**src/rtl/chess_clock_ctrl_if.sv**
```systemverilog
// Chess clock control/status bundle: game-control inputs toward the
// clock controller and remaining-time/flag status back to the display side.
interface chess_clock_ctrl_if #(
   parameter int TIME_W = 12,
   parameter int INC_W  = 6
);
   logic              load;
   logic [TIME_W-1:0] start_time;
   logic [INC_W-1:0]  increment;
   logic              start;
   logic              move_done;
   logic              pause;
   logic [TIME_W-1:0] white_time;
   logic [TIME_W-1:0] black_time;
   logic              turn;
   logic              running;
   logic              flag;
   logic              flag_player;

   modport master (
      output load, start_time, increment,
      output start, move_done, pause,
      input  white_time, black_time, turn,
      input  running, flag, flag_player
   );

   modport slave (
      input  load, start_time, increment,
      input  start, move_done, pause,
      output white_time, black_time, turn,
      output running, flag, flag_player
   );
endinterface

```
**src/rtl/chess_clock_ctrl.sv**
```systemverilog
// Two-player chess clock: shared one-second prescaler, per-player
// countdown with Fischer increment, and time-out flag.
module chess_clock_ctrl #(
   parameter int TICKS_PER_SEC = 50000000,
   parameter int TIME_W        = 12,
   parameter int INC_W         = 6
) (
   input logic                 clock,
   input logic                 clr,
   chess_clock_ctrl_if.slave   bus
);
   localparam int PW = (TICKS_PER_SEC > 2) ? $clog2(TICKS_PER_SEC) : 1;
   localparam int SW = TIME_W + 1;
   localparam logic [PW-1:0] TERM = PW'(TICKS_PER_SEC - 1);

   typedef enum logic [1:0] {
      IDLE = 2'd0,
      RUN  = 2'd1,
      FLAG = 2'd2
   } state_t;

   state_t            r_state;
   logic [PW-1:0]     r_presc;
   logic [TIME_W-1:0] r_white;
   logic [TIME_W-1:0] r_black;
   logic              r_turn;
   logic              r_running;
   logic              r_flag;
   logic              r_flag_player;

   logic [TIME_W-1:0] w_active;
   logic              w_tick;
   logic [TIME_W-1:0] w_dec;
   logic [SW-1:0]     w_sum;
   logic [TIME_W-1:0] w_sat;
   logic              w_zero;

   assign w_active = r_turn ? r_black : r_white;
   assign w_tick   = (r_presc == TERM);
   // RUN never holds a zero active time, so the decrement cannot wrap
   assign w_dec    = w_tick ? (w_active - 1'b1) : w_active;
   assign w_zero   = w_tick && (w_dec == '0);
   assign w_sum    = {1'b0, w_dec} + SW'(bus.increment);
   assign w_sat    = w_sum[TIME_W] ? {TIME_W{1'b1}} : w_sum[TIME_W-1:0];

   always_ff @(posedge clock) begin
      if (!clr) begin
         r_state       <= IDLE;
         r_presc       <= '0;
         r_white       <= '0;
         r_black       <= '0;
         r_turn        <= 1'b0;
         r_running     <= 1'b0;
         r_flag        <= 1'b0;
         r_flag_player <= 1'b0;
      end else if (bus.load) begin
         r_state   <= IDLE;
         r_presc   <= '0;
         r_white   <= bus.start_time;
         r_black   <= bus.start_time;
         r_turn    <= 1'b0;
         r_running <= 1'b0;
         r_flag    <= 1'b0;
      end else begin
         unique case (r_state)
            IDLE: begin
               if (bus.start) begin
                  r_presc <= '0;
                  if (w_active == '0) begin
                     r_state       <= FLAG;
                     r_flag        <= 1'b1;
                     r_flag_player <= r_turn;
                  end else begin
                     r_state   <= RUN;
                     r_running <= 1'b1;
                  end
               end
            end
            RUN: begin
               if (!bus.pause) begin
                  r_presc <= w_tick ? '0 : r_presc + 1'b1;
                  if (w_zero) begin
                     r_state       <= FLAG;
                     r_running     <= 1'b0;
                     r_flag        <= 1'b1;
                     r_flag_player <= r_turn;
                     if (r_turn) r_black <= '0;
                     else        r_white <= '0;
                  end else if (bus.move_done) begin
                     // fractional second of the mover is discarded
                     r_presc <= '0;
                     r_turn  <= ~r_turn;
                     if (r_turn) r_black <= w_sat;
                     else        r_white <= w_sat;
                  end else if (w_tick) begin
                     if (r_turn) r_black <= w_dec;
                     else        r_white <= w_dec;
                  end
               end
            end
            FLAG: begin
               r_state <= FLAG;
            end
            default: begin
               r_state   <= IDLE;
               r_running <= 1'b0;
               r_flag    <= 1'b0;
            end
         endcase
      end
   end

   assign bus.white_time  = r_white;
   assign bus.black_time  = r_black;
   assign bus.turn        = r_turn;
   assign bus.running     = r_running;
   assign bus.flag        = r_flag;
   assign bus.flag_player = r_flag_player;
endmodule
```
**src/flat_wrapper.sv**
```systemverilog
// flat-port wrapper written by rule: the top's interface ports become plain ports
module chess_clock_ctrl_flat 
#(
   parameter int TICKS_PER_SEC = 50000000,
   parameter int TIME_W        = 12,
   parameter int INC_W         = 6
)
  (clock, clr, bus_load, bus_start_time, bus_increment, bus_start, bus_move_done, bus_pause, bus_white_time, bus_black_time, bus_turn, bus_running, bus_flag, bus_flag_player);
  chess_clock_ctrl_if #(.TIME_W(TIME_W), .INC_W(INC_W)) bus_i ();
  input logic clock;
  input logic clr;
  input wire logic [$bits(bus_i.load)-1:0] bus_load;
  input wire logic [$bits(bus_i.start_time)-1:0] bus_start_time;
  input wire logic [$bits(bus_i.increment)-1:0] bus_increment;
  input wire logic [$bits(bus_i.start)-1:0] bus_start;
  input wire logic [$bits(bus_i.move_done)-1:0] bus_move_done;
  input wire logic [$bits(bus_i.pause)-1:0] bus_pause;
  output wire logic [$bits(bus_i.white_time)-1:0] bus_white_time;
  output wire logic [$bits(bus_i.black_time)-1:0] bus_black_time;
  output wire logic [$bits(bus_i.turn)-1:0] bus_turn;
  output wire logic [$bits(bus_i.running)-1:0] bus_running;
  output wire logic [$bits(bus_i.flag)-1:0] bus_flag;
  output wire logic [$bits(bus_i.flag_player)-1:0] bus_flag_player;
  assign bus_i.load = bus_load;
  assign bus_i.start_time = bus_start_time;
  assign bus_i.increment = bus_increment;
  assign bus_i.start = bus_start;
  assign bus_i.move_done = bus_move_done;
  assign bus_i.pause = bus_pause;
  assign bus_white_time = bus_i.white_time;
  assign bus_black_time = bus_i.black_time;
  assign bus_turn = bus_i.turn;
  assign bus_running = bus_i.running;
  assign bus_flag = bus_i.flag;
  assign bus_flag_player = bus_i.flag_player;
  chess_clock_ctrl #(.TICKS_PER_SEC(TICKS_PER_SEC), .TIME_W(TIME_W), .INC_W(INC_W)) u_core (.clock(clock), .clr(clr), .bus(bus_i));
endmodule
```
**config.mk**
```make
export PLATFORM = sky130hd
export DESIGN_NAME = chess_clock_ctrl_flat
export DESIGN_NICKNAME = d
export VERILOG_FILES = /design/src/rtl/chess_clock_ctrl_if.sv /design/src/rtl/chess_clock_ctrl.sv /design/src/flat_wrapper.sv
export SDC_FILE = /design/constraint.sdc
export NUM_CORES = 1
export LEC_CHECK = 0
export ABC_AREA = 1
export CAP_MARGIN = 10
export CELL_PAD_IN_SITES_DETAIL_PLACEMENT = 1
export CELL_PAD_IN_SITES_GLOBAL_PLACEMENT = 1
export CORE_ASPECT_RATIO = 1.25
export CORE_UTILIZATION = 41
export DETAILED_ROUTE_END_ITERATION = 10
export DONT_BUFFER_PORTS = 1
export HOLD_SLACK_MARGIN = 0.1
export MAX_ROUTING_LAYER = met4
export PLACE_DENSITY_LB_ADDON = 0.2
export SYNTH_ARGS = -nofsm -noshare
export SYNTH_HDL_FRONTEND = slang
export SYNTH_SLANG_ARGS = --single-unit
```
**constraint.sdc**
```tcl
create_clock -name clock -period 2.7 [get_ports clock]
set_input_delay 0.54 -clock clock [delete_from_list [all_inputs] [get_ports clock]]
set_output_delay 0.54 -clock clock [all_outputs]
set_load 0.05 [all_outputs]
```
Yosys cells after proc, flatten, opt, wreduce, memory -nomap -nowiden

Index checks and enable logic that the tools add are counted.

Logic and storage cells: 91
Input port bits: 24
Flip-flop bits (word level): 56
Output and inout port bits: 28

Bitwise operators: 6
Eq/ne operators: 10
Muxes and demuxes: 47
Reductions and logical operators: 17
$add $sub $neg: 3

Operator list:

| operator                                             | number |
|---|---|
| 2-to-1 mux 12 bit                                    | 21 |
| 2-to-1 mux 26 bit                                    | 5 |
| one-hot mux 26 bit (2 select lines)                  | 1 |
| adder 26 x 1 -> 26 bit (second input constant)       | 1 |
| equality test 26 bit (second input constant)         | 1 |
| zero test 12 bit                                     | 2 |
| adder 12 x 6 -> 13 bit                               | 1 |
| 2-to-1 mux 1 bit                                     | 12 |
| AND reduction 4 bit                                  | 3 |
| subtractor 12 x 1 -> 12 bit (second input constant)  | 1 |
| != test 2 bit (second input constant)                | 5 |
| AND reduction 5 bit                                  | 2 |
| 2-to-1 mux 2 bit                                     | 4 |
| NOT 1 bit                                            | 6 |
| one-hot mux 1 bit (3 select lines)                   | 2 |
| one-hot mux 2 bit (3 select lines)                   | 1 |
| AND reduction 3 bit                                  | 2 |
| AND reduction 6 bit                                  | 1 |
| nonzero test 2 bit                                   | 3 |
| != test 2 x 1 -> 1 bit (second input constant)       | 2 |
| nonzero test 4 bit                                   | 1 |
| equality test 2 x 1 -> 1 bit (second input constant) | 1 |
| equality test 2 bit (second input constant)          | 1 |
| zero test 2 bit                                      | 1 |
| other kinds (3)                                      | 3 |

Longest topological paths before layout

Gate-level depths: netlist of the first run.

Depth after elaboration: 11
Mapped depth: 28
Mapped depth without buffers: 28

Worst setup path before layout of the first run

OpenSTA, ideal clock, no wires.

Path type: flip-flop to flip-flop
Start point: reg u_core.r_turn (netlist: u_core.bus.turn)
End point: reg u_core.r_white[10] (netlist: u_core.bus.white_time[10])
Stages on the path, launching flop included: 24
Data required time: 2591 ps
Clock period less this slack: 3192 ps
Setup slack: -492 ps
Arrival time: 3083 ps
Setup time: 109 ps
Buffers on the path: 1
Cells stage by stage: dfxtp_1 > buf_6 > nand2_1 > nand2_2 > ha_1 > inv_1 > nor2_8 > nand2_1 > nand2_1 > nand2_1 > nand2_1 > inv_1 > ha_1 > nand2_1 > nor3_1 > a21oi_1 > nor2_1 > nand3_1 > inv_1 > nand4_1 > nand3_2 > nand3_1 > nand2_1 > inv_1

Word-level cells in the longest chain between the ends: 11
Elaborated cells on any way between the ends: 18
Classes of those cells: add/sub: 2; eq/ne: 1; mux: 11; reduce/logical: 4

RTL lines:

| element                     | line                   | source |
|---|---|---|
| from (decl)                 | chess_clock_ctrl.sv:26 | `logic r_turn;` |
| from (signal assigned)      | chess_clock_ctrl.sv:92 | `r_turn <= ~r_turn;` |
| 2-to-1 mux 12 bit           | chess_clock_ctrl.sv:38 | `assign w_active = r_turn ? r_black : r_white;` |
| subtractor 12 x 1 -> 12 bit | chess_clock_ctrl.sv:41 | `assign w_dec = w_tick ? (w_active - 1'b1) : w_active;` |
| 2-to-1 mux 12 bit           | chess_clock_ctrl.sv:41 |  |
| adder 12 x 6 -> 13 bit      | chess_clock_ctrl.sv:43 | `assign w_sum = {1'b0, w_dec} + SW'(bus.increment);` |
| 2-to-1 mux 12 bit           | chess_clock_ctrl.sv:44 | `assign w_sat = w_sum[TIME_W] ? {TIME_W{1'b1}} : w_sum[TIME_W-1:0];` |
| 2-to-1 mux 12 bit           | chess_clock_ctrl.sv:93 | `if (r_turn) r_black <= w_sat;` |
| 2-to-1 mux 12 bit           | chess_clock_ctrl.sv:89 | `end else if (bus.move_done) begin` |
| 2-to-1 mux 12 bit           | chess_clock_ctrl.sv:82 | `if (w_zero) begin` |
| 2-to-1 mux 12 bit           | chess_clock_ctrl.sv:80 | `if (!bus.pause) begin` |
| 2-to-1 mux 12 bit           | chess_clock_ctrl.sv:65 | `unique case (r_state)` |
| 2-to-1 mux 12 bit           | chess_clock_ctrl.sv:56 | `end else if (bus.load) begin` |
| to (signal assigned)        | chess_clock_ctrl.sv:59 | `r_white <= bus.start_time;` |
| to (signal assigned)        | chess_clock_ctrl.sv:94 | `else r_white <= w_sat;` |
| to (signal assigned)        | chess_clock_ctrl.sv:97 | `else r_white <= w_dec;` |
| to (decl)                   | chess_clock_ctrl.sv:24 | `logic [TIME_W-1:0] r_white;` |

Parallel ways exist; a longest one is shown, timed or not. The select of a mux whose other input is x is not followed.
A chain may end at the register's enable or synchronous reset.

Worst setup path in the final report of the first run

Start point: reg u_core.r_presc[0]
End point: reg u_core.r_black[11] (netlist: u_core.bus.black_time[11])

Word-level cells in the longest chain between the ends: 10
Elaborated cells on any way between the ends: 16
Classes of those cells: add/sub: 1; eq/ne: 1; mux: 10; reduce/logical: 4

RTL lines:

| element                  | line                   | source |
|---|---|---|
| from (decl)              | chess_clock_ctrl.sv:23 | `logic [PW-1:0] r_presc;` |
| from (signal assigned)   | chess_clock_ctrl.sv:81 | `r_presc <= w_tick ? '0 : r_presc + 1'b1;` |
| equality test 26 bit (*) | chess_clock_ctrl.sv:39 | `assign w_tick = (r_presc == TERM);` |
| 2-to-1 mux 12 bit        | chess_clock_ctrl.sv:41 |  |
| adder 12 x 6 -> 13 bit   | chess_clock_ctrl.sv:43 |  |
| 2-to-1 mux 12 bit        | chess_clock_ctrl.sv:44 |  |
| 2-to-1 mux 12 bit        | chess_clock_ctrl.sv:93 |  |
| 2-to-1 mux 12 bit        | chess_clock_ctrl.sv:89 |  |
| 2-to-1 mux 12 bit        | chess_clock_ctrl.sv:82 |  |
| 2-to-1 mux 12 bit        | chess_clock_ctrl.sv:80 |  |
| 2-to-1 mux 12 bit        | chess_clock_ctrl.sv:65 |  |
| 2-to-1 mux 12 bit        | chess_clock_ctrl.sv:56 |  |
| to (signal assigned)     | chess_clock_ctrl.sv:60 | `r_black <= bus.start_time;` |
| to (signal assigned)     | chess_clock_ctrl.sv:93 |  |
| to (signal assigned)     | chess_clock_ctrl.sv:96 | `if (r_turn) r_black <= w_dec;` |
| to (decl)                | chess_clock_ctrl.sv:25 | `logic [TIME_W-1:0] r_black;` |

Every way passes the cells marked *; elsewhere a longest branch is shown, timed or not. The select of a mux whose other input is x is not followed.

==> tab_implementation.tex, run 1 <==
\begin{tabular}{lr}
\hline
Metric & Value \\
\hline
\multicolumn{2}{l}{\textbf{STA}} \\
\quad Setup WS post-layout & -0.256 ns \\
\quad Final critical path time including I/O delays and setup & between 2 and 3 ns \\
\quad Setup skew after layout & 0.0125 ns \\
\quad Pins Over Slew Limit & 0 \\
\quad Final Setup Violations & 25 \\
\quad Unrepaired setup endpoints after global routing & true \\
\quad Smallest hold slack & $\sim$0.36 ns \\
\quad Final count of hold timing violations & 0 \\
\quad Slew at the pin closest to its max-slew limit & 0.540 ns \\
\quad Worst slew margin relative to its limit & about 64\% \\
\quad Maximum frequency from static timing analysis & between 0.3 and 0.4 GHz \\
\quad Final worst-path cycle share & 109\% \\
\quad Total Neg Setup Slack & -4.62 ns \\
\multicolumn{2}{l}{\textbf{Drt}} \\
\quad Vias per cell & 5.41 \\
\quad Overall via count from detail\_route & about 5,500 \\
\quad Number of search-and-repair iterations in the first detailed-routing pass & 4 \\
\quad Average wire per standard cell & 18.4 um \\
\quad ANT nets after route & 0 \\
\quad Initial drt markers & 207 \\
\quad WL final & around 19 mm \\
\quad DRC violations left & 0 \\
\multicolumn{2}{l}{\textbf{Synthesis}} \\
\quad Cell count after synthesis & 742 \\
\quad Commonest register cell after synthesis & sky130\_fd\_sc\_hd\_\_dfxtp\_1 \\
\quad Netlist cell types & 46 \\
\quad Top area cells in the synthesized netlist & sky130\_fd\_sc\_hd\_\_dfxtp\_1 (24\%), sky130\_fd\_sc\_hd\_\_nand2\_1 (16\%), sky130\_fd\_sc\_hd\_\_inv\_1 (9.7\%), sky130\_fd\_sc\_hd\_\_nand3\_1 (6.4\%), sky130\_fd\_sc\_hd\_\_nor2\_1 (6.3\%) \\
\quad Post-synth EDFFs & 0 \\
\quad Syn Nets & approximately 780 \\
\quad Sequential share of the synthesized area & 24.5\% \\
\quad Commonest cells in the synthesized netlist & sky130\_fd\_sc\_hd\_\_nand2\_1 (192), sky130\_fd\_sc\_hd\_\_inv\_1 (118), sky130\_fd\_sc\_hd\_\_nor2\_1 (77), sky130\_fd\_sc\_hd\_\_nand3\_1 (59), sky130\_fd\_sc\_hd\_\_dfxtp\_1 (56) \\
\quad Syn Std Cell Area & around 4600 um\^{}2 \\
\quad FFs w/ async S/R, synth & 0\% \\
\quad Per-instance average area after synthesis & 6.18 um\^{}2 \\
\quad Most common cell in the netlist & sky130\_fd\_sc\_hd\_\_nand2\_1 \\
\quad Flops \& latches, synth & between 50 and 60 \\
\quad Yosys top cell by area & sky130\_fd\_sc\_hd\_\_dfxtp\_1 \\
\quad Yosys warns & 0 \\
\quad Top cell type's share of synthesized area & 24.5\% \\
\multicolumn{2}{l}{\textbf{Layout}} \\
\quad Number of fill cells & roughly 1,400 \\
\quad Final non-filler cell area & 6490 um\^{}2 \\
\quad Antenna diode count & 0 \\
\quad Share of post-route cells with drive strength above 1 & about two fifths \\
\quad Area grow syn2layout & 41.6\% \\
\quad Count of nets after finishing & $\sim$920 \\
\quad Final non-filler cell total & 1,013 \\
\multicolumn{2}{l}{\textbf{Die}} \\
\quad Number of rows in the core area & 42 \\
\quad Die span in x & 96.6 um \\
\quad Starting utilization of the core area & approximately 43\% \\
\quad DIE AREA & around 12,000 um\^{}2 \\
\quad Placeable core area & approximately 11,000 um\^{}2 \\
\quad Die height & 120 um \\
\quad Top-level I/O count & 52 \\
\multicolumn{2}{l}{\textbf{Setup path}} \\
\quad Number of buffer and inverter stages on the critical path & 5 \\
\quad Critical path's largest stage delay & between 0.3 and 0.4 ns \\
\quad Critical path data required time & 2.95 ns \\
\quad Crit path arrival time & between 3 and 4 ns \\
\quad Top Family by Delay on Critical Path & simple AND/OR/NAND/NOR gates \\
\quad Most used cell along the critical path & sky130\_fd\_sc\_hd\_\_nand2\_2 \\
\quad Critical-path cell list & ha\_4, nand2\_2, nor2\_2, nand3\_1, nor2\_2, nand2\_2, nand2\_2, nand2\_2, inv\_2, ha\_4, inv\_1, fa\_2, inv\_2, a21oi\_4, nor2\_2, nand3\_2, inv\_4, nand2\_4, nand3\_1, nand2\_1, nand3\_1, nand2\_1, inv\_1 \\
\quad WS Path Type & reg2reg \\
\quad Library cell contributing the largest single delay on the critical path & sky130\_fd\_sc\_hd\_\_fa\_2 \\
\quad Crit Path Max Fanout & 4 \\
\quad Worst Setup Start Kind & flip-flop \\
\quad Endpoint kind of the worst setup timing path & flip-flop \\
\multicolumn{2}{l}{\textbf{GRT}} \\
\quad Maximum number of pins on one net before global-route repair & 21 \\
\quad GR Overflow Total & 0 \\
\quad Initial antenna violation count & 0 \\
\quad Vias in the first global route & 5,759 \\
\quad GRT Util Overall & 32.2\% \\
\quad First-pass GRT wire length & 27.6 mm \\
\multicolumn{2}{l}{\textbf{Power}} \\
\quad Sequential share of power & 33.5\% \\
\quad Combinational share of power & 36.9\% \\
\quad Switch share & a little under two fifths \\
\quad Power Density & between 400 and 500 nW/um\^{}2 \\
\quad Total power & 2.67 mW \\
\quad Sw power & 1.02 mW \\
\quad Power share of the clock group & 29.6\% \\
\quad Cell internal pwr & roughly 1.7 mW \\
\quad Max VDD drop & 0.326 mV \\
\quad Standby leakage power & between 3 and 4 nW \\
\multicolumn{2}{l}{\textbf{Status}} \\
\quad Violations in the final reports & negative setup slack \\
\quad Status & complete, but fails checks \\
\multicolumn{2}{l}{\textbf{Place}} \\
\quad Final GP Congestion & 0.912 \\
\quad HPWL Detailed & 13.4 mm \\
\quad Post-placement cell area & 5680 um\^{}2 \\
\quad Cell count after placement & just under 1,000 \\
\quad Port Buffer Count & 0 \\
\multicolumn{2}{l}{\textbf{Clock tree}} \\
\quad Number of H-tree branching levels & 2 \\
\quad Clk slew on worst S/H paths & approximately 0.080 ns \\
\quad Max Buffers Root-to-Sink & 2 \\
\quad Insertion delay to the later sink of the worst-skew pair & 0.31 ns \\
\quad CTS tree & done \\
\quad Clock Root Buffer & sky130\_fd\_sc\_hd\_\_clkbuf\_16 \\
\quad Number of sinks handled by clock tree synthesis & 56 \\
\quad Num CTS Buffers & 5 \\
\multicolumn{2}{l}{\textbf{Hold path}} \\
\quad Class of the worst hold path & in2reg \\
\multicolumn{2}{l}{\textbf{Run}} \\
\quad Max-cap check violation count & 0 \\
\hline
\end{tabular}
## state kept, by name (all words and copies together) (netlist names)
register                cells
u_core.r_state              2
u_core.bus.flag_player      1
u_core.bus.flag             1
u_core.bus.turn             1
u_core.r_presc             26
u_core.bus.white_time      12
u_core.bus.black_time      12
u_core.bus.running          1
## metal layers
metal  wire length (um)  GRT usage [%]
met1               6610           29.9
met2              10200           58.6
met3                620           4.91
met4               1180           22.3
met5                  0              -
## worst reg2reg max path: stages (launching register included)
cell                      delay (ns)
sky130_fd_sc_hd__dfxtp_2        0.36
sky130_fd_sc_hd__ha_4           0.14
sky130_fd_sc_hd__nand2_2        0.08
sky130_fd_sc_hd__nor2_2         0.12
sky130_fd_sc_hd__nand3_1        0.10
sky130_fd_sc_hd__nor2_2         0.14
sky130_fd_sc_hd__nand2_2        0.12
sky130_fd_sc_hd__nand2_2        0.09
sky130_fd_sc_hd__nand2_2        0.08
sky130_fd_sc_hd__inv_2          0.07
sky130_fd_sc_hd__ha_4           0.14
sky130_fd_sc_hd__inv_1          0.05
sky130_fd_sc_hd__fa_2           0.37
sky130_fd_sc_hd__inv_2          0.11
sky130_fd_sc_hd__a21oi_4        0.08
sky130_fd_sc_hd__nor2_2         0.15
sky130_fd_sc_hd__nand3_2        0.14
sky130_fd_sc_hd__inv_4          0.11
sky130_fd_sc_hd__nand2_4        0.07
sky130_fd_sc_hd__nand3_1        0.10
sky130_fd_sc_hd__nand2_1        0.07
sky130_fd_sc_hd__nand3_1        0.08
sky130_fd_sc_hd__nand2_1        0.08
sky130_fd_sc_hd__inv_1          0.06
## cell usage in the layout, fill, tap and decap left out, types with 3 or more instances in the layout
cell	count
sky130_fd_sc_hd__nand2_4	18
sky130_fd_sc_hd__nand4_1	14
sky130_fd_sc_hd__nand3_4	5
sky130_fd_sc_hd__nor3_1	14
sky130_fd_sc_hd__a21oi_2	6
sky130_fd_sc_hd__nand3_2	22
sky130_fd_sc_hd__buf_4	139
sky130_fd_sc_hd__o21ai_2	4
sky130_fd_sc_hd__nor2_2	16
sky130_fd_sc_hd__xor2_1	6
sky130_fd_sc_hd__nor3b_1	4
sky130_fd_sc_hd__nand2_1	158
sky130_fd_sc_hd__dfxtp_2	17
sky130_fd_sc_hd__inv_2	17
sky130_fd_sc_hd__clkbuf_16	5
sky130_fd_sc_hd__dfxtp_4	4
sky130_fd_sc_hd__o21a_1	5
sky130_fd_sc_hd__a21oi_1	43
sky130_fd_sc_hd__ha_1	6
sky130_fd_sc_hd__o21ai_0	8
sky130_fd_sc_hd__or2_2	3
sky130_fd_sc_hd__nor2_4	13
sky130_fd_sc_hd__ha_4	8
sky130_fd_sc_hd__nand2_2	56
sky130_fd_sc_hd__inv_1	106
sky130_fd_sc_hd__dfxtp_1	35
sky130_fd_sc_hd__nor2_1	63
sky130_fd_sc_hd__buf_6	3
sky130_fd_sc_hd__inv_4	4
sky130_fd_sc_hd__nand3_1	44
sky130_fd_sc_hd__o21ai_1	4
## worst paths after layout
check | from | endpoint | slack [ns] | depth (start not counted)
min | clr | u_core.bus.flag_player | 0.36 | 2
max reg2reg | u_core.r_presc[0] | u_core.bus.black_time[11] | -0.26 | 23
max | u_core.r_presc[0] | u_core.bus.black_time[11] | -0.26 | 23
min reg2reg | u_core.r_state[0] | u_core.r_state[0] | 0.51 | 2
## cell type report
type	count	area [um^2]	share of cell area, %
Clock buffer	5	125	1.93
Clock inverter	3	46.3	0.713
Inverter	128	490	7.56
Multi-Input combinational cell	545	3390	52.2
Sequential cell	56	1160	17.8
Tap cell	132	165	2.54
Timing Repair Buffer	144	1120	17.2
## power by group through the flow
stage	clock [mW]	combinational [mW]	sequential (mW)
after floorplan	0	0.478	1.01
after global placement	0	0.820	0.912
after detailed placement	0	0.851	0.914
after CTS	0.804	0.917	0.895
after global routing	0.833	1.06	0.899
final	0.793	0.987	0.895
## stage by stage
stage | worst slack (ns) | utilization [%]
5_1_grt | -0.453 | 60.6
2_1_floorplan | -0.00110 | -
3_3_place_gp | -0.360 | 53.0
4_1_cts | -0.162 | 58.1
3_5_place_dp | -0.493 | 53.0
6_report | -0.256 | 60.6
## cells by family after synthesis
| family | count (synthesis) | share of synthesized area, % |
|---|---|---|
| and+or+nand+nor | 437 | 46.6 |
| buffers and inverters | 142 | 12.6 |
| AOI/OAI and AO/OA | 84 | 10.5 |
| DFF | 56 | 24.5 |
| adders and majority gates | 15 | 4.26 |
| xor gates and xnor gates | 8 | 1.53 |
## what timing repair did
item	in CTS	in global routing
hold buffers	0	0
cloned	0	1
pin swaps	38	32
setup buffers	15	10
gates resized for setup	80	45
hold endpoints to repair	0	0
setup endpoints to repair	24	27
Power figures use the tool's default switching activity.
==> run 2: changes to the inputs <==
Settings changed: ABC_AREA 1 to not set, CORE_UTILIZATION 41 to 43.
==> run 2 against run 1 <==
The run still ends with negative setup slack left; global-route usage is 12 points higher; power is 4.0% higher; count of clock-buffer cells in the layout is 2 higher; non-clock buffer count is 32 higher; worst hold slack better by 0.015 ns; via count is 4.1% higher; sequential power is 1% higher; register-to-register slack worse by 1.0 ns; first-iteration DRC count grew to 3.3 times the previous value; critical path depth is 6 lower; critical path type unchanged; critical endpoint is now u_core.bus.white_time[0]; largest cell class unchanged; highest routed layer unchanged.
==> tab_implementation.tex, run 2 <==
\begin{tabular}{lr}
\hline
Metric & Value \\
\hline
\multicolumn{2}{l}{\textbf{Layout}} \\
\quad Count of nets after finishing & 702 \\
\quad Final non-filler cell area & 6230 um\^{}2 \\
\quad Area grow syn2layout & 55.5\% \\
\quad Number of fill cells & between 1,000 and 1,500 \\
\quad Most common cell after layout, fill and taps aside & sky130\_fd\_sc\_hd\_\_buf\_4 \\
\quad Commonest cells after routing, fill and taps aside & sky130\_fd\_sc\_hd\_\_buf\_4 (163), sky130\_fd\_sc\_hd\_\_dfxtp\_1 (51), sky130\_fd\_sc\_hd\_\_nand2\_1 (47), sky130\_fd\_sc\_hd\_\_nor2\_1 (42), sky130\_fd\_sc\_hd\_\_o21ai\_0 (27) \\
\quad Sequential standard cell area & 1130 um\^{}2 \\
\quad Flip-flop count of the largest register after layout & 26 \\
\quad End-of-flow core utilization & 68.6\% \\
\quad Antenna diode count & 0 \\
\quad Register bank with the most flops & u\_core.r\_presc \\
\quad Share of post-route cells with drive strength above 1 & 43.2\% \\
\quad Area taken by multi-input logic gates & 3300 um\^{}2 \\
\multicolumn{2}{l}{\textbf{Setup path}} \\
\quad WS Path Type & reg2reg \\
\quad Most used cell along the critical path & sky130\_fd\_sc\_hd\_\_o21a\_1 \\
\quad Critical path's largest stage delay & 0.38 ns \\
\quad R2R depth & 17 \\
\quad Crit path arrival time & 4.18 ns \\
\quad Crit Path Max Fanout & 6 \\
\quad Library cell contributing the largest single delay on the critical path & sky130\_fd\_sc\_hd\_\_dfxtp\_2 \\
\quad Endpoint kind of the worst setup timing path & flip-flop \\
\quad Worst Setup Start Kind & flip-flop \\
\quad Critical path data required time & 2.90 ns \\
\quad Critical-path cell list & ha\_2, and4bb\_2, nand4b\_4, nor2\_4, xnor2\_2, ha\_2, inv\_2, fa\_2, nor2b\_4, o21a\_1, o21a\_1, o21a\_1, o22ai\_4, o31ai\_4, buf\_6, nor3\_2, a311oi\_2 \\
\multicolumn{2}{l}{\textbf{STA}} \\
\quad Final worst-path cycle share & 147\% \\
\quad Total Neg Setup Slack & -33.03 ns \\
\quad Unrepaired setup endpoints after global routing & true \\
\quad Maximum frequency from static timing analysis & 0.251 GHz \\
\quad Final critical path time including I/O delays and setup & $\sim$4 ns \\
\quad Final count of hold timing violations & 0 \\
\quad Setup skew after layout & 0.00696 ns \\
\quad Smallest hold slack & 0.374 ns \\
\quad Setup WS post-layout & -1.28 ns \\
\quad Pins Over Slew Limit & 0 \\
\quad Final Setup Violations & 34 \\
\quad Worst slew margin relative to its limit & 33.9\% \\
\quad Slew at the pin closest to its max-slew limit & between 0.9 and 1 ns \\
\multicolumn{2}{l}{\textbf{Synthesis}} \\
\quad Sequential share of the synthesized area & 28.0\% \\
\quad Top area cells in the synthesized netlist & sky130\_fd\_sc\_hd\_\_dfxtp\_1 (28\%), sky130\_fd\_sc\_hd\_\_nand2\_1 (4.7\%), sky130\_fd\_sc\_hd\_\_ha\_1 (4.4\%), sky130\_fd\_sc\_hd\_\_nor2\_1 (4.3\%), sky130\_fd\_sc\_hd\_\_xnor2\_1 (4.2\%) \\
\quad Netlist cell types & 70 \\
\quad FFs w/ async S/R, synth & 0\% \\
\quad Syn Nets & 540 \\
\quad Post-synth EDFFs & 0 \\
\quad Commonest cells in the synthesized netlist & sky130\_fd\_sc\_hd\_\_dfxtp\_1 (56), sky130\_fd\_sc\_hd\_\_nand2\_1 (50), sky130\_fd\_sc\_hd\_\_nor2\_1 (46), sky130\_fd\_sc\_hd\_\_o21ai\_0 (33), sky130\_fd\_sc\_hd\_\_nor3\_1 (24) \\
\quad Commonest register cell after synthesis & sky130\_fd\_sc\_hd\_\_dfxtp\_1 \\
\quad Syn Std Cell Area & 4010 um\^{}2 \\
\quad Flops \& latches, synth & 56 \\
\quad Most common cell in the netlist & sky130\_fd\_sc\_hd\_\_dfxtp\_1 \\
\quad Top cell type's share of synthesized area & 28.0\% \\
\quad Yosys warns & 0 \\
\quad Cell count after synthesis & between 500 and 600 \\
\quad Per-instance average area after synthesis & 7.99 um\^{}2 \\
\quad Yosys top cell by area & sky130\_fd\_sc\_hd\_\_dfxtp\_1 \\
\multicolumn{2}{l}{\textbf{Clock tree}} \\
\quad Num CTS Buffers & 5 \\
\quad Number of H-tree branching levels & 2 \\
\quad Insertion delay to the later sink of the worst-skew pair & just over 0.3 ns \\
\quad CTS tree & done \\
\quad Max Buffers Root-to-Sink & 2 \\
\quad Clk slew on worst S/H paths & 0.08 ns \\
\quad CTS hold repair buffers & 0 \\
\quad Clock Root Buffer & sky130\_fd\_sc\_hd\_\_clkbuf\_16 \\
\quad Number of sinks handled by clock tree synthesis & 56 \\
\multicolumn{2}{l}{\textbf{Status}} \\
\quad Violations in the final reports & negative setup slack \\
\quad Status & complete, but fails checks \\
\multicolumn{2}{l}{\textbf{Die}} \\
\quad Die span in x & 88.3 um \\
\quad Starting utilization of the core area & 44.1\% \\
\quad Die height & approximately 110 um \\
\quad Top-level I/O count & 52 \\
\quad Placeable core area & 9080 um\^{}2 \\
\quad DIE AREA & 9710 um\^{}2 \\
\quad Number of rows in the core area & 39 \\
\multicolumn{2}{l}{\textbf{Place}} \\
\quad HPWL Detailed & 12.3 mm \\
\quad Final GP Congestion & 0.942 \\
\quad Post-placement cell area & 5210 um\^{}2 \\
\quad Port Buffer Count & 0 \\
\multicolumn{2}{l}{\textbf{Power}} \\
\quad Power Density & 447 nW/um\^{}2 \\
\quad Max VDD drop & 0.306 mV \\
\quad Standby leakage power & around 2.5 nW \\
\multicolumn{2}{l}{\textbf{GRT}} \\
\quad GRT Util Overall & 44.3\% \\
\quad GR Overflow Total & 0 \\
\quad Initial antenna violation count & 0 \\
\quad First-pass GRT wire length & 30.8 mm \\
\quad Vias in the first global route & 5,643 \\
\quad Maximum number of pins on one net before global-route repair & 29 \\
\multicolumn{2}{l}{\textbf{Drt}} \\
\quad WL final & 26.2 mm \\
\quad Number of search-and-repair iterations in the first detailed-routing pass & 7 \\
\quad Routed length on met3 & approximately 2.9 mm \\
\quad Wire length on met2 & 11.8 mm \\
\quad Overall via count from detail\_route & 5,699 \\
\quad Average wire per standard cell & 33.2 um \\
\quad ANT nets after route & 0 \\
\quad Met1 Routed Length & 8.92 mm \\
\quad Vias per cell & 7.24 \\
\quad DRC violations left & 0 \\
\quad Top Metal Used & met4 \\
\quad Initial drt markers & 678 \\
\multicolumn{2}{l}{\textbf{Hold path}} \\
\quad Worst hold path stage count & 1 \\
\quad Class of the worst hold path & in2reg \\
\multicolumn{2}{l}{\textbf{Run}} \\
\quad Max-cap check violation count & 0 \\
\hline
\end{tabular}
==> run 2: cell count changes after synthesis, sizes merged, moves of 10 or more <==
cell / previous run / this run
nand3: 71 / 20
inv: 127 / 16
o21ai: 16 / 38
a21oi: 50 / 21
nand2: 231 / 50
mux2i: 0 / 12
a31oi: 3 / 14
clkbuf: 6 / 16
xnor2: 1 / 19
nor2: 94 / 47
==> run 2: path summary, 6_finish.rpt <==
kind                 startpoint                  endpoint  slack [ns]
max           u_core.r_presc[0]  u_core.bus.white_time[0]       -1.28
min                         clr  u_core.bus.white_time[7]        0.37
max reg2reg   u_core.r_presc[0]  u_core.bus.white_time[0]       -1.28
min reg2reg  u_core.r_presc[22]        u_core.r_presc[22]        0.58
==> run 2: layout make-up <==
class,instances,share of cell area [%]
multi-input combinational,408,53.0
timing repair buffer,176,22.6
sequential,56,18.1
clock buffer,7,2.63
tap,123,2.47
inverter,16,0.964
clock inverter,1,0.141
==> run 2: cell families after synthesis <==
logic type / after synthesis / share of synthesized area [%]
fa+ha+maj: 15 / 4.87
compound gates: 139 / 24.2
simple gates: 208 / 28.7
buf+inv: 37 / 3.59
xor+xnor: 31 / 6.78
flops: 56 / 28.0
mux: 15 / 3.84
==> run 2: report_power, final <==
part           switching, mW  total (mW)  internal (mW)
registers             0.0476       0.906          0.859
logic                  0.669        1.08          0.414
clock network          0.362       0.792          0.430
==> run 2: what timing repair did <==
action,4_1_cts,5_1_grt
resized for setup,55,50
pin swaps,39,38
endpoints found under the setup margin,30,38
endpoints found under the hold margin,0,0
gates cloned,1,0
setup buffers,24,14
==> run 2: worst max-delay path: cells and delay by family (launching register included) <==
kind                       cells  cell delay, ns
xor gates and xnor gates       1            0.15
buffers and inverters          2            0.24
DFF                            1            0.38
and+or+nand+nor                5            0.87
adders and majority gates      3            0.82
AOI/OAI and AO/OA              6            1.39
==> run 2: metal layers <==
metal  vias up  GRT usage, %
met5         -             -
met4         0          32.8
met3       235          12.3
met2       556          75.4
met1      2710          42.5
li1       2198             -
==> run 2: through the flow <==
stage               power [mW]  std cells  worst slack [ns]
global route              2.83        787             -1.62
global placement          1.67        740            -0.677
CTS                       2.52        773            -0.778
detailed placement        1.70        740            -0.907
finish                    2.78        787             -1.28
floorplan                 1.39        501            -0.898
